## src/rtl/gemm_stream_pkg.sv

```systemverilog
// Shared types and sizing for the GEMM stream master: FSM states, per-phase
// word counts and the counter widths derived from them.
package gemm_stream_pkg;

  localparam int PRM_WORDS = 32;
  localparam int SRC_WORDS = 32;
  localparam int DST_WORDS = 16;

  localparam int MAX_WORDS = (PRM_WORDS > SRC_WORDS) ? PRM_WORDS : SRC_WORDS;
  // Word counters must hold the full phase length, not just the last index.
  localparam int WCNT_W    = $clog2(MAX_WORDS + 1);
  localparam int DCNT_W    = $clog2(DST_WORDS);

  typedef enum logic [2:0] {
    IDLE  = 3'd0,
    PRM   = 3'd1,
    GAP   = 3'd2,
    SRC   = 3'd3,
    DRAIN = 3'd4,
    FIN   = 3'd5
  } state_t;

endpackage

```

## src/rtl/stream_skid_fifo.sv

```systemverilog
// Two-entry FIFO that sits between the memory read port and the outgoing stream;
// the head word stays put until it is popped.
module stream_skid_fifo #(
  parameter int DW = 32
) (
  input  logic          clk,
  input  logic          reset,
  input  logic          push,
  input  logic [DW-1:0] push_data,
  input  logic          pop,
  output logic [DW-1:0] pop_data,
  output logic [1:0]    count
);

  logic [DW-1:0] entry [2];
  logic          wr_ptr;
  logic          rd_ptr;

  always_ff @(posedge clk) begin
    if (reset) begin
      entry[0] <= '0;
      entry[1] <= '0;
      wr_ptr   <= 1'b0;
      rd_ptr   <= 1'b0;
      count    <= 2'd0;
    end else begin
      if (push) begin
        entry[wr_ptr] <= push_data;
        wr_ptr        <= ~wr_ptr;
      end
      if (pop) begin
        rd_ptr <= ~rd_ptr;
      end
      count <= count + 2'(push) - 2'(pop);
    end
  end

  assign pop_data = entry[rd_ptr];

endmodule

```

## src/rtl/gemm_stream_master.sv

```systemverilog
// Host-side GEMM batch initiator: streams weights then per-batch sources from
// word memory, and writes each batch's result stream back to memory.
module gemm_stream_master
  import gemm_stream_pkg::*;
#(
  parameter int DW = 32,
  parameter int AW = 12
) (
  input  logic          clk,
  input  logic          reset,
  input  logic          start,
  input  logic [7:0]    nbatch,
  input  logic [AW-1:0] prm_base,
  input  logic [AW-1:0] src_base,
  input  logic [AW-1:0] dst_base,
  output logic          busy,
  output logic          done,
  output logic          mem_re,
  output logic [AW-1:0] mem_raddr,
  input  logic [DW-1:0] mem_rdata,
  output logic          mem_we,
  output logic [AW-1:0] mem_waddr,
  output logic [DW-1:0] mem_wdata,
  output logic          matw,
  output logic          run,
  output logic          src_valid,
  input  logic          src_ready,
  output logic [DW-1:0] src_data,
  input  logic          dst_valid,
  output logic          dst_ready,
  input  logic [DW-1:0] dst_data,
  output logic [2:0]    dbg_state
);

  // Handshakes: a word moves on any cycle where valid & ready are both high.
  // src_valid/src_data hold steady until taken; src_valid only rises in PRM or
  // SRC. dst_ready is high only in DRAIN, and each dst handshake writes memory
  // in that same cycle.

  state_t            state;
  state_t            state_nx;
  logic [7:0]        nbatch_q;
  logic [7:0]        b_cnt;
  logic [AW-1:0]     src_base_q;
  logic [AW-1:0]     rd_ptr;
  logic [AW-1:0]     wr_ptr;
  logic [WCNT_W-1:0] iss_cnt;
  logic [WCNT_W-1:0] acc_cnt;
  logic [DCNT_W-1:0] dst_cnt;
  logic              inflight;

  logic [1:0]        fifo_count;
  logic [DW-1:0]     fifo_head;

  logic              stream_phase;
  logic [WCNT_W-1:0] phase_words;
  logic              src_xfer;
  logic              last_xfer;
  logic              wr_fire;
  logic              last_wr;
  logic [2:0]        level;
  logic              issue;

  assign stream_phase = (state == PRM) || (state == SRC);
  assign phase_words  = (state == PRM) ? WCNT_W'(PRM_WORDS) : WCNT_W'(SRC_WORDS);
  assign src_valid    = stream_phase && (fifo_count != 2'd0);
  assign src_xfer     = src_valid && src_ready;
  assign last_xfer    = src_xfer && (acc_cnt == phase_words - WCNT_W'(1));
  assign dst_ready    = (state == DRAIN);
  assign wr_fire      = dst_valid && dst_ready;
  assign last_wr      = wr_fire && (dst_cnt == DCNT_W'(DST_WORDS - 1));

  // Occupancy is counted after this cycle's pop so a steady stream can keep
  // one read in flight every cycle while never exceeding two words held.
  assign level  = 3'(fifo_count) - 3'(src_xfer) + 3'(inflight);
  assign issue  = stream_phase && (iss_cnt < phase_words) && (level < 3'd2);
  assign mem_re = issue;

  stream_skid_fifo #(.DW(DW)) u_fifo (
    .clk       (clk),
    .reset     (reset),
    .push      (inflight),
    .push_data (mem_rdata),
    .pop       (src_xfer),
    .pop_data  (fifo_head),
    .count     (fifo_count)
  );

  always_comb begin
    state_nx = state;
    unique case (state)
      IDLE:    if (start) state_nx = PRM;
      PRM:     if (last_xfer) state_nx = GAP;
      GAP:     state_nx = (nbatch_q == 8'd0) ? FIN : SRC;
      SRC:     if (last_xfer) state_nx = DRAIN;
      DRAIN:   if (last_wr) state_nx = ((b_cnt + 8'd1) < nbatch_q) ? SRC : FIN;
      FIN:     state_nx = IDLE;
      default: state_nx = IDLE;
    endcase
  end

  always_comb begin
    busy      = (state != IDLE);
    done      = (state == FIN);
    matw      = (state == PRM);
    run       = (state == SRC) || (state == DRAIN);
    mem_raddr = issue ? rd_ptr : '0;
    mem_we    = wr_fire;
    mem_waddr = wr_fire ? wr_ptr : '0;
    mem_wdata = wr_fire ? dst_data : '0;
    src_data  = src_valid ? fifo_head : '0;
    dbg_state = state;
  end

  always_ff @(posedge clk) begin
    if (reset) begin
      state      <= IDLE;
      nbatch_q   <= 8'd0;
      b_cnt      <= 8'd0;
      src_base_q <= '0;
      rd_ptr     <= '0;
      wr_ptr     <= '0;
      iss_cnt    <= '0;
      acc_cnt    <= '0;
      dst_cnt    <= '0;
      inflight   <= 1'b0;
    end else begin
      state    <= state_nx;
      inflight <= issue;
      if (state == IDLE && start) begin
        nbatch_q   <= nbatch;
        src_base_q <= src_base;
        rd_ptr     <= prm_base;
        wr_ptr     <= dst_base;
        b_cnt      <= 8'd0;
      end
      if (issue) begin
        rd_ptr  <= rd_ptr + AW'(1);
        iss_cnt <= iss_cnt + WCNT_W'(1);
      end
      if (src_xfer) acc_cnt <= acc_cnt + WCNT_W'(1);
      if (last_xfer) begin
        iss_cnt <= '0;
        acc_cnt <= '0;
      end
      // Batches are contiguous, so the source pointer just keeps running
      // across DRAIN -> SRC; only the first batch needs the base reloaded.
      if (state == GAP) rd_ptr <= src_base_q;
      if (wr_fire) begin
        wr_ptr  <= wr_ptr + AW'(1);
        dst_cnt <= dst_cnt + DCNT_W'(1);
      end
      if (last_wr) begin
        dst_cnt <= '0;
        b_cnt   <= b_cnt + 8'd1;
      end
    end
  end

endmodule

```

## config.mk

```make
export PLATFORM = sky130hd
export DESIGN_NAME = gemm_stream_master
export DESIGN_NICKNAME = d
export VERILOG_FILES = /design/src/rtl/gemm_stream_pkg.sv /design/src/rtl/stream_skid_fifo.sv /design/src/rtl/gemm_stream_master.sv
export SDC_FILE = /design/constraint.sdc
export NUM_CORES = 1
export LEC_CHECK = 0
export ABC_AREA = 0
export BUFFER_PORTS_ARGS = -buffer_cell sky130_fd_sc_hd__buf_4
export CORE_AREA = 2 2 128 130
export DETAILED_ROUTE_END_ITERATION = 12
export DIE_AREA = 0 0 130 132
export GPL_TIMING_DRIVEN = 0
export MAX_ROUTING_LAYER = met4
export PLACE_DENSITY = 0.8
export SLEW_MARGIN = 0
export SYNTH_ARGS = -nofsm -noshare
export SYNTH_HDL_FRONTEND = slang
export SYNTH_HIERARCHICAL = 1
export SYNTH_SLANG_ARGS = --single-unit
```

## constraint.sdc

```tcl
create_clock -name clk -period 3.41 [get_ports clk]
set_input_delay 0.1705 -clock clk [delete_from_list [all_inputs] [get_ports clk]]
set_output_delay 0.1705 -clock clk [all_outputs]
set_load 0.03 [all_outputs]
```

==> metrics.md <==
| Metric | Value |
|---|---|
| Fmax | a little over 300 MHz |
| DP Cell Count | 1,245 |
| Diodes inserted | 0 |
| Drt first pass iters | 5 |
| Synth cell types | 75 |
| CP max stage cell | fa_1 |
| Mapped cell area | 7700 um2 |
| Hold Crit Class | input pin to flip-flop |
| Sequential share of the synthesized area | 45.0% |
| Layout Nets | roughly 1,200 |
| Setup-failing EPs final | 0 |
| Core region area | ~16,000 um2 |
| Number of flops mapped to enable cells by yosys | 64 |
| First-pass GRT wire length | 32.9 mm |
| Top-level port count | between 200 and 250 |
| Worst Hold Path EP | nbatch_q[5]$_SDFFE_PP0P_ |
| WL/cell | 16.0 um |
| Synthesized Nets | between 900 and 1,000 |
| Synth Warn # | 6 |
| Htree depth | 4 |
| Port Buffers | approximately 210 |
| Post-route setup TNS | 0 ps |
| Initial antenna violation count | 0 |
| Multi-input gate area | 3860 um2 |
| Arrival time of the worst setup path | 3080 ps |
| Clock-pin slew on the worst setup and hold paths | 60 ps |
| CTS tree | built |
| Worst Skew | approximately 8 ps |
| CP bufs+invs | 3 |
| DR vias | 7,082 |
| Tmin final | 3260 ps |
| Num rows | 46 |
| Cell family with most CP delay | simple AND/OR/NAND/NOR gates |
| Detailed-route DRC error count | 0 |
| Fin Hold WS | between 8 and 9 ps |
| DIE AREA | approximately 17,000 um2 |
| Hpwl dp | 15.0 mm |
| Global Route met3 Usage | 5.72% |
| Worst Setup Path Type | flip-flop to primary output |
| Max clock buf depth | 2 |
| GRT Max-Usage Layer | met2 |
| Layout cells sized above 1 | 30.6% |
| Startpoint types | flip-flop |
| Mapped Avg Cell Area | between 9 and 10 um2 |
| Grt ovf | 0 |
| Dpl cell area | 9560 um2 |
| Met2 Resource Use GR | between 40% and 50% |
| Worst-Margin Slew | ~900 ps |
| Max-slew violations | 0 |
| Via density | 5.44 |
| Reg2reg end | rd_ptr[6]$_SDFFE_PP0P_ |
| Total Wirelength | 20.9 mm |
| Worst R2R Path Depth | 12 |
| Met1 Use GR | 27.8% |
| Max FO, Critical Path | 10 |
| Initial core utilization | 49.0% |
| Critical path data required time | 3240 ps |
| Final Hold Fails | 0 |
| Clk_lat worst skew | 420 ps |
| Hold_sp | nbatch[5] |
| Max_cap viols | 0 |
| DIE HEIGHT | approximately 130 um |
| Worst path max stage delay | 480 ps |
| Pin count of the biggest net entering global routing | 33 |
| Clk sinks | 141 |
| Routability Congestion | 0.847 |
| Vias in the first global route | between 6,000 and 7,000 |
| Total GRT Usage | between 20% and 30% |
| Root buffer cell | clkbuf_16 |
| Register-to-register setup slack | 320 ps |
| Peak supply drop | ~0.00043 V |
| Area delta synth->final | 35.6% |
| Hold depth | 3 |
| Die X | 130 um |
| Register bit total from synthesis | 141 |
| CTS buffer count | 17 |
| Most common flop cell mapped by yosys | dfxtp_1 |
| Headroom to the max-slew limit | between 30 and 40% |
| Fin crit share | a little over nine tenths |
| Fillcell total | 1,238 |
| Cells along the critical path | or2_4 > nand3_4 > inv_2 > ha_1 > nand2b_1 > fa_1 > xnor2_4 > clkbuf_2 > and3_1 > buf_4 |
| Leakage | 0.00450 uW |
| Iter 0 DRT Violations | between 300 and 400 |
| Worst reg2reg startpoint | u_fifo/count[1]$_SDFF_PP0_ |
| Non-filler cells, final | 1,303 |
| Setup slack after layout | about 150 ps |
| Status | completed |
| Pre-CTS setup slack | -118 ps |
| Design area | 10,400 um2 |
| Post-synth ARST share | 0% |
| Cell Pwr Density | 453 nW/um2 |
| Storage cell area | 3470 um2 |
| Antenna viol nets, final | 0 |
| Critical Path End Type | primary output |
| Cells after Synth | 818 |
tightest hold or removal path, cell delays in order:
cell and delay, ps:
buf_4 110, nand2_1 50, a21oi_1 50
metal layers:
layer / vias up / share of wire [%]
met1: 3331 / 39
met2: 301 / 51
met3: 52 / 7.4
li1: 3398 / -
met4: 0 / 2.5
met5: - / 0
where the power goes:
group	switching (uW)	internal (uW)
registers	88.3	1900
clock network	679	1100
logic	516	449
total	1280	3440
cell usage after synthesis, drive strengths merged (10+ instances only):
| master | n | area share [%] |
|---|---|---|
| edfxtp | 64 | 25 |
| o21ai | 16 | 1.0 |
| a31oi | 10 | 0.81 |
| clkbuf | 28 | 1.4 |
| a21oi | 45 | 2.9 |
| and2 | 44 | 3.6 |
| xnor2 | 13 | 1.6 |
| buf | 27 | 2.7 |
| nand2 | 80 | 3.9 |
| nand2b | 40 | 3.2 |
| mux2 | 33 | 6.3 |
| nor2 | 105 | 5.1 |
| dfxtp | 77 | 20 |
| ha | 16 | 2.6 |
| inv | 26 | 1.3 |
| nand3 | 20 | 1.3 |
| and3 | 46 | 3.7 |
sequential cells by signal, summed over array words and instances (netlist names), named ones only:
name	cells
inflight	1
nbatch_q	8
u_fifo/entry	64
acc_cnt	6
dbg_state	3
u_fifo/count	2
src_base_q	12
rd_ptr	12
wr_ptr	12
b_cnt	8
u_fifo/rd_ptr	1
dst_cnt	4
u_fifo/wr_ptr	1
iss_cnt	6
repair_timing:
item | CTS | global route
hold endpoints to repair | 20 | 0
gates resized for setup | 14 | 11
endpoints found under the setup margin | 22 | 12
hold buffers | 20 | 0
setup buffers | 1 | 5
pin swaps | 0 | 2
placed cells by master, fill, tap and decap left out, types with 8 or more instances in the layout:
cell type and instances:
dfxtp_1 74, xnor2_1 12, buf_2 13, edfxtp_1 64
clkbuf_1 30, nor2_1 104, nor3_1 9, o21ai_0 16
or4_1 9, mux2_4 30, and2_1 44, xor2_1 8
nand2b_1 38, a31oi_1 10, ha_1 16, buf_6 9
a21oi_1 45, clkbuf_16 18, and3_1 46, inv_1 23
nand4_1 8, buf_4 216, nand3_1 19, nand2_1 79
dlygate4sd3_1 20
worst max path at each step:
| stage | start | endpoint | slack [ps] | depth (start not counted) |
|---|---|---|---|---|
| finish | u_fifo/count[1]$_SDFF_PP0_ | mem_raddr[7] | 150 | 10 |
| global route | u_fifo/count[1]$_SDFF_PP0_ | mem_raddr[2] | -1 | 12 |
| CTS | u_fifo/count[1]$_SDFF_PP0_ | mem_re | 20 | 12 |
| detailed placement | dbg_state[0]$_SDFFE_PP0P_ | rd_ptr[6]$_SDFFE_PP0P_ | -120 | 11 |
| global placement | dbg_state[0]$_SDFFE_PP0P_ | rd_ptr[6]$_SDFFE_PP0P_ | -90 | 11 |
| floorplan | dbg_state[2]$_SDFFE_PP0P_ | rd_ptr[6]$_SDFFE_PP0P_ | 180 | 12 |
final cells by class:
cell class	count	area share, %
tap	216	2.59
inverter	26	0.959
timing repair buffer	237	17.6
clock buffer	26	4.87
buffer	55	3.19
clock inverter	6	0.563
multi-input combinational	596	37.0
sequential	141	33.3
per-stage QoR:
stage                     util (%)  power, uW
final                         66.4       4730
after global routing          66.4       4900
after CTS                     66.0       4690
after detailed placement      60.8       2890
after global placement        60.8       2870
after floorplan                  -       2560
cells by family (layout without fill, tap and decap cells):
logic type,count (synthesis),after routing,share of synthesized area [%]
AOI/OAI and AO/OA,126,126,10.7
DFF,141,141,45.0
and+or+nand+nor,396,396,26.8
muxes,35,35,6.55
buffers and inverters,81,350,5.35
adders and majority gates,17,17,2.86
xor gates and xnor gates,22,22,2.78
Note: power is estimated with default switching activity, not from simulation.
